## src/rtl/baud_gen_frac_pkg.sv

```systemverilog
// Shared UART definitions: oversampling and divisor defaults plus a width helper.
// Also used by the UART TX/RX blocks.
package baud_gen_frac_pkg;

    localparam int UART_OSR     = 16;
    localparam int UART_DEF_INT = 16;

    // Counter width for a modulus; never narrower than one bit.
    function automatic int clog2_min1(input int value);
        return (value <= 2) ? 1 : $clog2(value);
    endfunction

endpackage

```

## src/rtl/baud_gen_frac_mod_counter.sv

```systemverilog
// Generic modulo counter: counts enabled cycles from 0 to MODULUS-1 and flags the wrap.
module mod_counter
    import baud_gen_frac_pkg::*;
#(
    parameter int MODULUS = 16,
    parameter int W       = clog2_min1(MODULUS)
) (
    input  logic         clk,
    input  logic         reset,
    input  logic         clr,
    input  logic         en,
    output logic [W-1:0] count,
    output logic         wrap
);

    localparam logic [W-1:0] LAST = W'(MODULUS - 1);

    logic [W-1:0] count_reg;

    assign count = count_reg;
    assign wrap  = en & ~clr & (count_reg == LAST);

    always_ff @(posedge clk or posedge reset) begin
        if (reset) begin
            count_reg <= '0;
        end else if (clr) begin
            count_reg <= '0;
        end else if (en) begin
            count_reg <= (count_reg == LAST) ? '0 : count_reg + 1'b1;
        end
    end

endmodule

```

## src/rtl/baud_gen_frac.sv

```systemverilog
// Fractional baud generator: oversample tick every div_int + div_frac/2^FRAC_W cycles on
// average, with mid-bit and end-of-bit pulses derived from the oversample count.
module baud_gen_frac
    import baud_gen_frac_pkg::*;
#(
    parameter int INT_W   = 16,
    parameter int FRAC_W  = 4,
    parameter int OSR     = UART_OSR,
    parameter int DEF_INT = UART_DEF_INT
) (
    input  logic              clk,
    input  logic              reset,
    input  logic              enable,
    input  logic              sync,
    input  logic [INT_W-1:0]  div_int,
    input  logic [FRAC_W-1:0] div_frac,
    output logic              os_tick,
    output logic              mid_tick,
    output logic              bit_tick,
    output logic              div_err
);

    localparam int OSC_W = clog2_min1(OSR);

    logic [INT_W-1:0]  cnt_reg;
    logic [INT_W-1:0]  sh_int_reg;
    logic [FRAC_W-1:0] acc_reg;
    logic [FRAC_W-1:0] sh_frac_reg;
    logic              ext_reg;

    logic [INT_W:0]    eff;
    logic [INT_W:0]    period_last;
    logic [FRAC_W:0]   acc_sum;
    logic [OSC_W-1:0]  osc;
    logic              osc_wrap;
    logic              restart;

    // Divisors below 2 cannot produce a one-cycle tick pulse, so clamp to 2.
    always_comb begin
        eff         = (sh_int_reg < INT_W'(2)) ? (INT_W+1)'(2) : {1'b0, sh_int_reg};
        period_last = eff + {{INT_W{1'b0}}, ext_reg} - (INT_W+1)'(1);
        acc_sum     = {1'b0, acc_reg} + {1'b0, sh_frac_reg};
    end

    assign restart  = enable & sync;
    assign os_tick  = enable & ~sync & ({1'b0, cnt_reg} == period_last);
    assign mid_tick = os_tick & (osc == OSC_W'(OSR / 2 - 1));
    assign bit_tick = osc_wrap;
    assign div_err  = (div_int < INT_W'(2));

    // Shadow divisors only change at period boundaries, so a live divisor
    // update never disturbs the period already in progress.
    always_ff @(posedge clk or posedge reset) begin
        if (reset) begin
            cnt_reg     <= '0;
            acc_reg     <= '0;
            ext_reg     <= 1'b0;
            sh_int_reg  <= INT_W'(DEF_INT);
            sh_frac_reg <= '0;
        end else if (restart) begin
            cnt_reg     <= '0;
            acc_reg     <= '0;
            ext_reg     <= 1'b0;
            sh_int_reg  <= div_int;
            sh_frac_reg <= div_frac;
        end else if (os_tick) begin
            cnt_reg     <= '0;
            acc_reg     <= acc_sum[FRAC_W-1:0];
            ext_reg     <= acc_sum[FRAC_W];
            sh_int_reg  <= div_int;
            sh_frac_reg <= div_frac;
        end else if (enable) begin
            cnt_reg     <= cnt_reg + 1'b1;
        end
    end

    mod_counter #(
        .MODULUS (OSR),
        .W       (OSC_W)
    ) u_osc (
        .clk   (clk),
        .reset (reset),
        .clr   (restart),
        .en    (os_tick),
        .count (osc),
        .wrap  (osc_wrap)
    );

endmodule
```

## config.mk

```make
export PLATFORM = sky130hd
export DESIGN_NAME = baud_gen_frac
export DESIGN_NICKNAME = d
export VERILOG_FILES = /design/src/rtl/baud_gen_frac_pkg.sv /design/src/rtl/baud_gen_frac_mod_counter.sv /design/src/rtl/baud_gen_frac.sv
export SDC_FILE = /design/constraint.sdc
export NUM_CORES = 1
export LEC_CHECK = 0
export ABC_AREA = 0
export CAP_MARGIN = 20
export CORE_MARGIN = 2
export CORE_UTILIZATION = 57
export CTS_CLUSTER_SIZE = 10
export DETAILED_ROUTE_END_ITERATION = 16
export PLACE_DENSITY = 0.77
export SLEW_MARGIN = 15
export SYNTH_ARGS = -nofsm -noshare
export SYNTH_HDL_FRONTEND = slang
export SYNTH_SLANG_ARGS = --single-unit
```

## constraint.sdc

```tcl
create_clock -name clk -period 5.55 [get_ports clk]
set_input_delay 1.665 -clock clk [delete_from_list [all_inputs] [get_ports clk]]
set_output_delay 1.665 -clock clk [all_outputs]
set_load 0.005 [all_outputs]
```

# Yosys cells after proc, flatten, opt, wreduce, memory -nomap -nowiden
# Index checks and enable logic that the tools add are counted.
[word_totals]
regBits = 45
out_inout_bits = 4
wordCells = 41
in_bits = 24
[op_classes]
n_addsub = 5
muxes = 15
n_reduce_logical = 2
n_bitwise = 8
eq_ne = 3
magnitude_cmp = 2
[ops]
columns = ["op", "count"]
rows = [
  ["16-bit 2-to-1 mux", 6],
  ["16-bit by 2-bit < comparator with 1-bit output, second input constant", 2],
  ["4-bit 2-to-1 mux", 7],
  ["16-bit by 1-bit adder with 17-bit output", 1],
  ["16-bit by 17-bit equality test with 1-bit output", 1],
  ["17-bit by 1-bit subtractor with 17-bit output, second input constant", 1],
  ["16-bit by 1-bit adder with 16-bit output, second input constant", 1],
  ["1-bit bitwise AND", 6],
  ["4-bit by 4-bit adder with 5-bit output", 1],
  ["4-bit by 1-bit adder with 4-bit output, second input constant", 1],
  ["4-bit by 3-bit equality test with 1-bit output, second input constant", 1],
  ["4-bit equality test, second input constant", 1],
  ["3-bit nonzero test", 1],
  ["1-bit 2-to-1 mux", 2],
  ["1-bit NOT", 2],
  ["2-bit nonzero test", 1],
]

# Depth between registers and ports, before layout
[logic_depth]
word_depth = 8
depth_mapped = 15
ltp_nobuf = 12

# Hierarchy
# Synthesis repeated with hierarchy kept, for this count alone.
[hier_totals]
hier_cells = 288
hier_area_um2 = 2945.3
[modules_own_cells]
columns = ["mod", "instances", "seq_area_each_um2", "area_each_um2", "cells_per_inst"]
rows = [
  ["baud_gen_frac", 1, 1027.2, 2732.6, 265],
  ["mod_counter", 1, 100.1, 212.7, 23],
]

# Least setup slack after synthesis
# OpenSTA, ideal clock, no wires.
[synth_timing]
kind = "register -> output"
start = "reg sh_int_reg[6]"
end = "out mid_tick"
t_arrival_ns = 3.153
required_ns = 3.885
path_stages_with_launch = 14
path_buffers = 1
setup_slack_ns = 0.732
path_cell_list = "dfrtp_1 > clkbuf_1 > nor4_1 > nand4_1 > nand2_1 > ha_1 > ha_1 > nor3b_1 > nand4_1 > nor4b_1 > a221o_1 > nand4_1 > or4_1 > nor2_1"
[synth_via]
elab_chain_cells = 7
[synth_lines]
columns = ["element", "line_no", "source"]
rows = [
  ["start, declared", "baud_gen_frac.sv:26", "logic [INT_W-1:0] sh_int_reg;"],
  ["start signal, assigned", "baud_gen_frac.sv:58", "sh_int_reg <= INT_W'(DEF_INT);"],
  ["start signal, assigned", "baud_gen_frac.sv:64", "sh_int_reg <= div_int;"],
  ["start signal, assigned", "baud_gen_frac.sv:70", "sh_int_reg <= div_int;"],
  ["16-bit by 2-bit < comparator with 1-bit output", "baud_gen_frac.sv:40", "eff = (sh_int_reg < INT_W'(2)) ? (INT_W+1)'(2) : {1'b0, sh_int_reg};"],
  ["16-bit 2-to-1 mux *", "baud_gen_frac.sv:40", ""],
  ["16-bit by 1-bit adder with 17-bit output *", "baud_gen_frac.sv:41", "period_last = eff + {{INT_W{1'b0}}, ext_reg} - (INT_W+1)'(1);"],
  ["17-bit by 1-bit subtractor with 17-bit output *", "baud_gen_frac.sv:41", ""],
  ["16-bit by 17-bit equality test with 1-bit output *", "baud_gen_frac.sv:46", "assign os_tick = enable & ~sync & ({1'b0, cnt_reg} == period_last);"],
  ["1-bit bitwise AND *", "baud_gen_frac.sv:46", ""],
  ["1-bit bitwise AND *", "baud_gen_frac.sv:47", "assign mid_tick = os_tick & (osc == OSC_W'(OSR / 2 - 1));"],
  ["end, declared", "baud_gen_frac.sv:18", "output logic mid_tick,"],
]
# Mark *: on every way between the ends. The rest lies on a longest branch, timed or not.

# Final worst setup path
[layout_timing]
start = "in sync"
end = "out bit_tick"
[layout_via]
elab_chain_cells = 5
word_cells_on_any_way = 7
classes_between = "bitwise: 7"
[layout_lines]
columns = ["element", "line_no", "source"]
rows = [
  ["start, declared", "baud_gen_frac.sv:14", "input logic sync,"],
  ["1-bit NOT", "baud_gen_frac.sv:46", ""],
  ["1-bit bitwise AND (2 in a row)", "baud_gen_frac.sv:46", ""],
  ["1-bit bitwise AND * (2 in a row)", "baud_gen_frac_mod_counter.sv:21", "assign wrap = en & ~clr & (count_reg == LAST);"],
  ["end, declared", "baud_gen_frac.sv:19", "output logic bit_tick,"],
]
# Marks and branches as above.

==> flow_metrics.tcl <==
set metrics [dict create \
    status "completed" \
    period_needed_ns 5.50 \
    maxSlewHeadroom 0.593 \
    cts_buffer_depth 2 \
    clkSinkCount 45 \
    start_kind "primary input" \
    max_freq_mhz 182 \
    cp_common_cell "clkdlybuf4s50_1" \
    synth_nets 312 \
    insertion_delay_ns 0.30 \
    core_um2 4820 \
    die_w_um 75.4 \
    cp.required_ns 3.88 \
    dp_hpwl_mm 4.66 \
    seq_area_frac_synth 0.388 \
    drive_gt1_frac 0.244 \
    routabilityCongestion 0.846 \
    synth_edf_count 0 \
    yosys_warnings 0 \
    synth_area_leaders "dfrtp_1, mux2_4, xnor2_1" \
    arrival_ns 3.84 \
    port_buffers 27 \
    power_leakage_nw 1.50 \
    fin_setup_tns_ns 0 \
    p_total_mw 0.896 \
    drtIter0Drc 131 \
    syn_area_um2 2900 \
    path_cells "clkdlybuf4s50_1 -> nand2b_4 -> nor3_2 -> o211ai_1 -> a21oi_1 -> nand4_1 -> buf_4 -> nor2_1 -> and4_1 -> clkdlybuf4s50_1" \
    row_count 25 \
    synthDistinctLibCells 59 \
    end_kind "output pin" \
    min_delay_path_depth 1 \
    finalMaxSlewViolations 0 \
    finClkSkew_ns 0.00684 \
    routed_wl_mm 6.55 \
    grt_pass1_vias 2255 \
    grt_antenna_before_repair 0 \
    cts-root-buf "clkbuf_8" \
    worst_slew_pin_slew_ns 0.602 \
    stdcell_area_um2 3570 \
    viasPerCell 5.77 \
    postRouteAntennaNets 0 \
    initial_core_util 0.603 \
    cts_tree "done" \
    post-route-period-util 0.991 \
    area_delta_synth_final_pct 22.9 \
    vias 2279 \
    irDropWorstVdd_mv 0.141 \
    critical_path_class "in -> out" \
    placed_area_um2 3300 \
    place_ws_ns 0.00399 \
    ys_seq_elements 45 \
    synth_cells 279 \
    setup_ws_ns 0.0499 \
    dp_cells 379 \
    path_clk_slew_ns 0.08 \
    reg2reg_depth 16 \
    die_area_um2 5680 \
    slowest_delay_ns 0.52 \
    stdcell_count 395 \
    antenna_cells 0 \
    gr-usage-all-layers 0.252 \
    critical_path.max_fanout 4 \
    synth_top_area_share 0.379 \
    finalCoreUtilization 0.741 \
    hold_path.class "reg -> reg" \
    whs_ns 0.529 \
    grt_max_degree 46 \
    grt_pass1_wl_mm 10.7 \
    drtPass1Iterations 4 \
    synthFlopType "dfrtp_1" \
    cts_made_buffers 5 \
    synthArstFlopShare 1.00 \
    holdBufCountCts 0 \
    cellPowerDensity_nw_per_um2 251 \
    htreeDepth 2 \
    slowest_stage "clkdlybuf4s50_1" \
    drc 0 \
    setup_viol 0 \
    io_pins 28 \
    hold_violations 0 \
    final_nets 360 \
    yosys.area.top_type "dfrtp_1" \
    cap_violations 0 \
    die_h_um 75.4 \
    avgRoutedWirePerCell_um 16.6 \
    avgSynthCellArea_um2 10.4 \
    gr-total-overflow 0 \
]
-- cell families (layout without fill, tap and decap cells) --
kind of cell | after synthesis | in the layout | synth area share
AND/OR/NAND/NOR | 104 | 104 | 0.202
XOR/XNOR | 34 | 34 | 0.108
flip-flops | 45 | 45 | 0.388
multiplexers | 27 | 27 | 0.121
buffers and inverters | 25 | 74 | 0.0478
adder cells (fa/ha/maj) | 9 | 9 | 0.0414
AO/OA/AOI/OAI | 35 | 35 | 0.0913
-- worst paths after layout --
| check | end | start | slack, ns |
|---|---|---|---|
| setup / recovery | bit_tick | sync | 0.05 |
| hold / removal | sh_frac_reg[2] | sh_frac_reg[2] | 0.53 |
| setup reg to reg | sh_int_reg[14] | sh_int_reg[1] | 1.77 |
| hold reg to reg | sh_frac_reg[2] | sh_frac_reg[2] | 0.53 |
| max in group asynchronous | sh_int_reg[14] | reset | 3.30 |
| min in group asynchronous | cnt_reg[9] | reset | 1.83 |
-- worst max-delay path: cells and delay by family --
family,cells,cell delay [ns]
AO/OA/AOI/OAI,2,0.29
buffers and inverters,3,1.10
AND/OR/NAND/NOR,5,0.78
-- power by group --
part	internal [mW]	switching (mW)	total (mW)
logic	0.115	0.0913	0.206
registers	0.354	0.0400	0.394
clock network	0.179	0.117	0.296
total	0.648	0.248	0.896
-- Yosys cell counts, drive strengths merged (7+ instances only) --
cell,n
ha,8
nand4,9
xor2,15
nor3,8
xnor2,18
mux2,21
nor4,7
inv,13
a21oi,8
nor2,28
nand2,23
dfrtp,44
-- placed cells by master, fill, tap and decap left out, drive strengths merged, types with 3 or more instances in the layout --
master         instances
or4                    4
nand3                  3
inv                   12
nor3                   8
nor4b                  5
ha                     8
xor2                  15
mux2i                  6
a21o                   3
dfrtp                 44
xnor2                 18
mux2                  21
o31ai                  3
nor4                   7
buf                   26
clkdlybuf4s50         25
nand2b                 4
nand2                 23
clkbuf                 5
a21oi                  8
and3                   4
and4                   3
nor2                  28
o21ai                  4
nand4                  9
-- area by class of cell --
| class | instances | area (µm²) |
|---|---|---|
| repair buffers | 53 | 463 |
| inverters | 13 | 48.8 |
| fillers | 352 | 1250 |
| well taps | 67 | 83.8 |
| clock buffers | 5 | 68.8 |
| multi-input cells | 209 | 1710 |
| clock inverters | 3 | 65.1 |
| flip-flops and latches | 45 | 1130 |
-- timing repair --
item / in CTS / in global routing
pin swaps: 2 / 5
gates resized for setup: 8 / 10
setup buffers: 1 / 7
cloned: 0 / 0
setup endpoints to repair: 3 / 3
-- metal layers --
layer,wire length [µm],GRT usage
met5,0,0
met4,114,0.0936
met3,246,0.0516
met2,3200,0.403
met1,2990,0.340
Note: power is estimated with default switching activity, not from simulation.
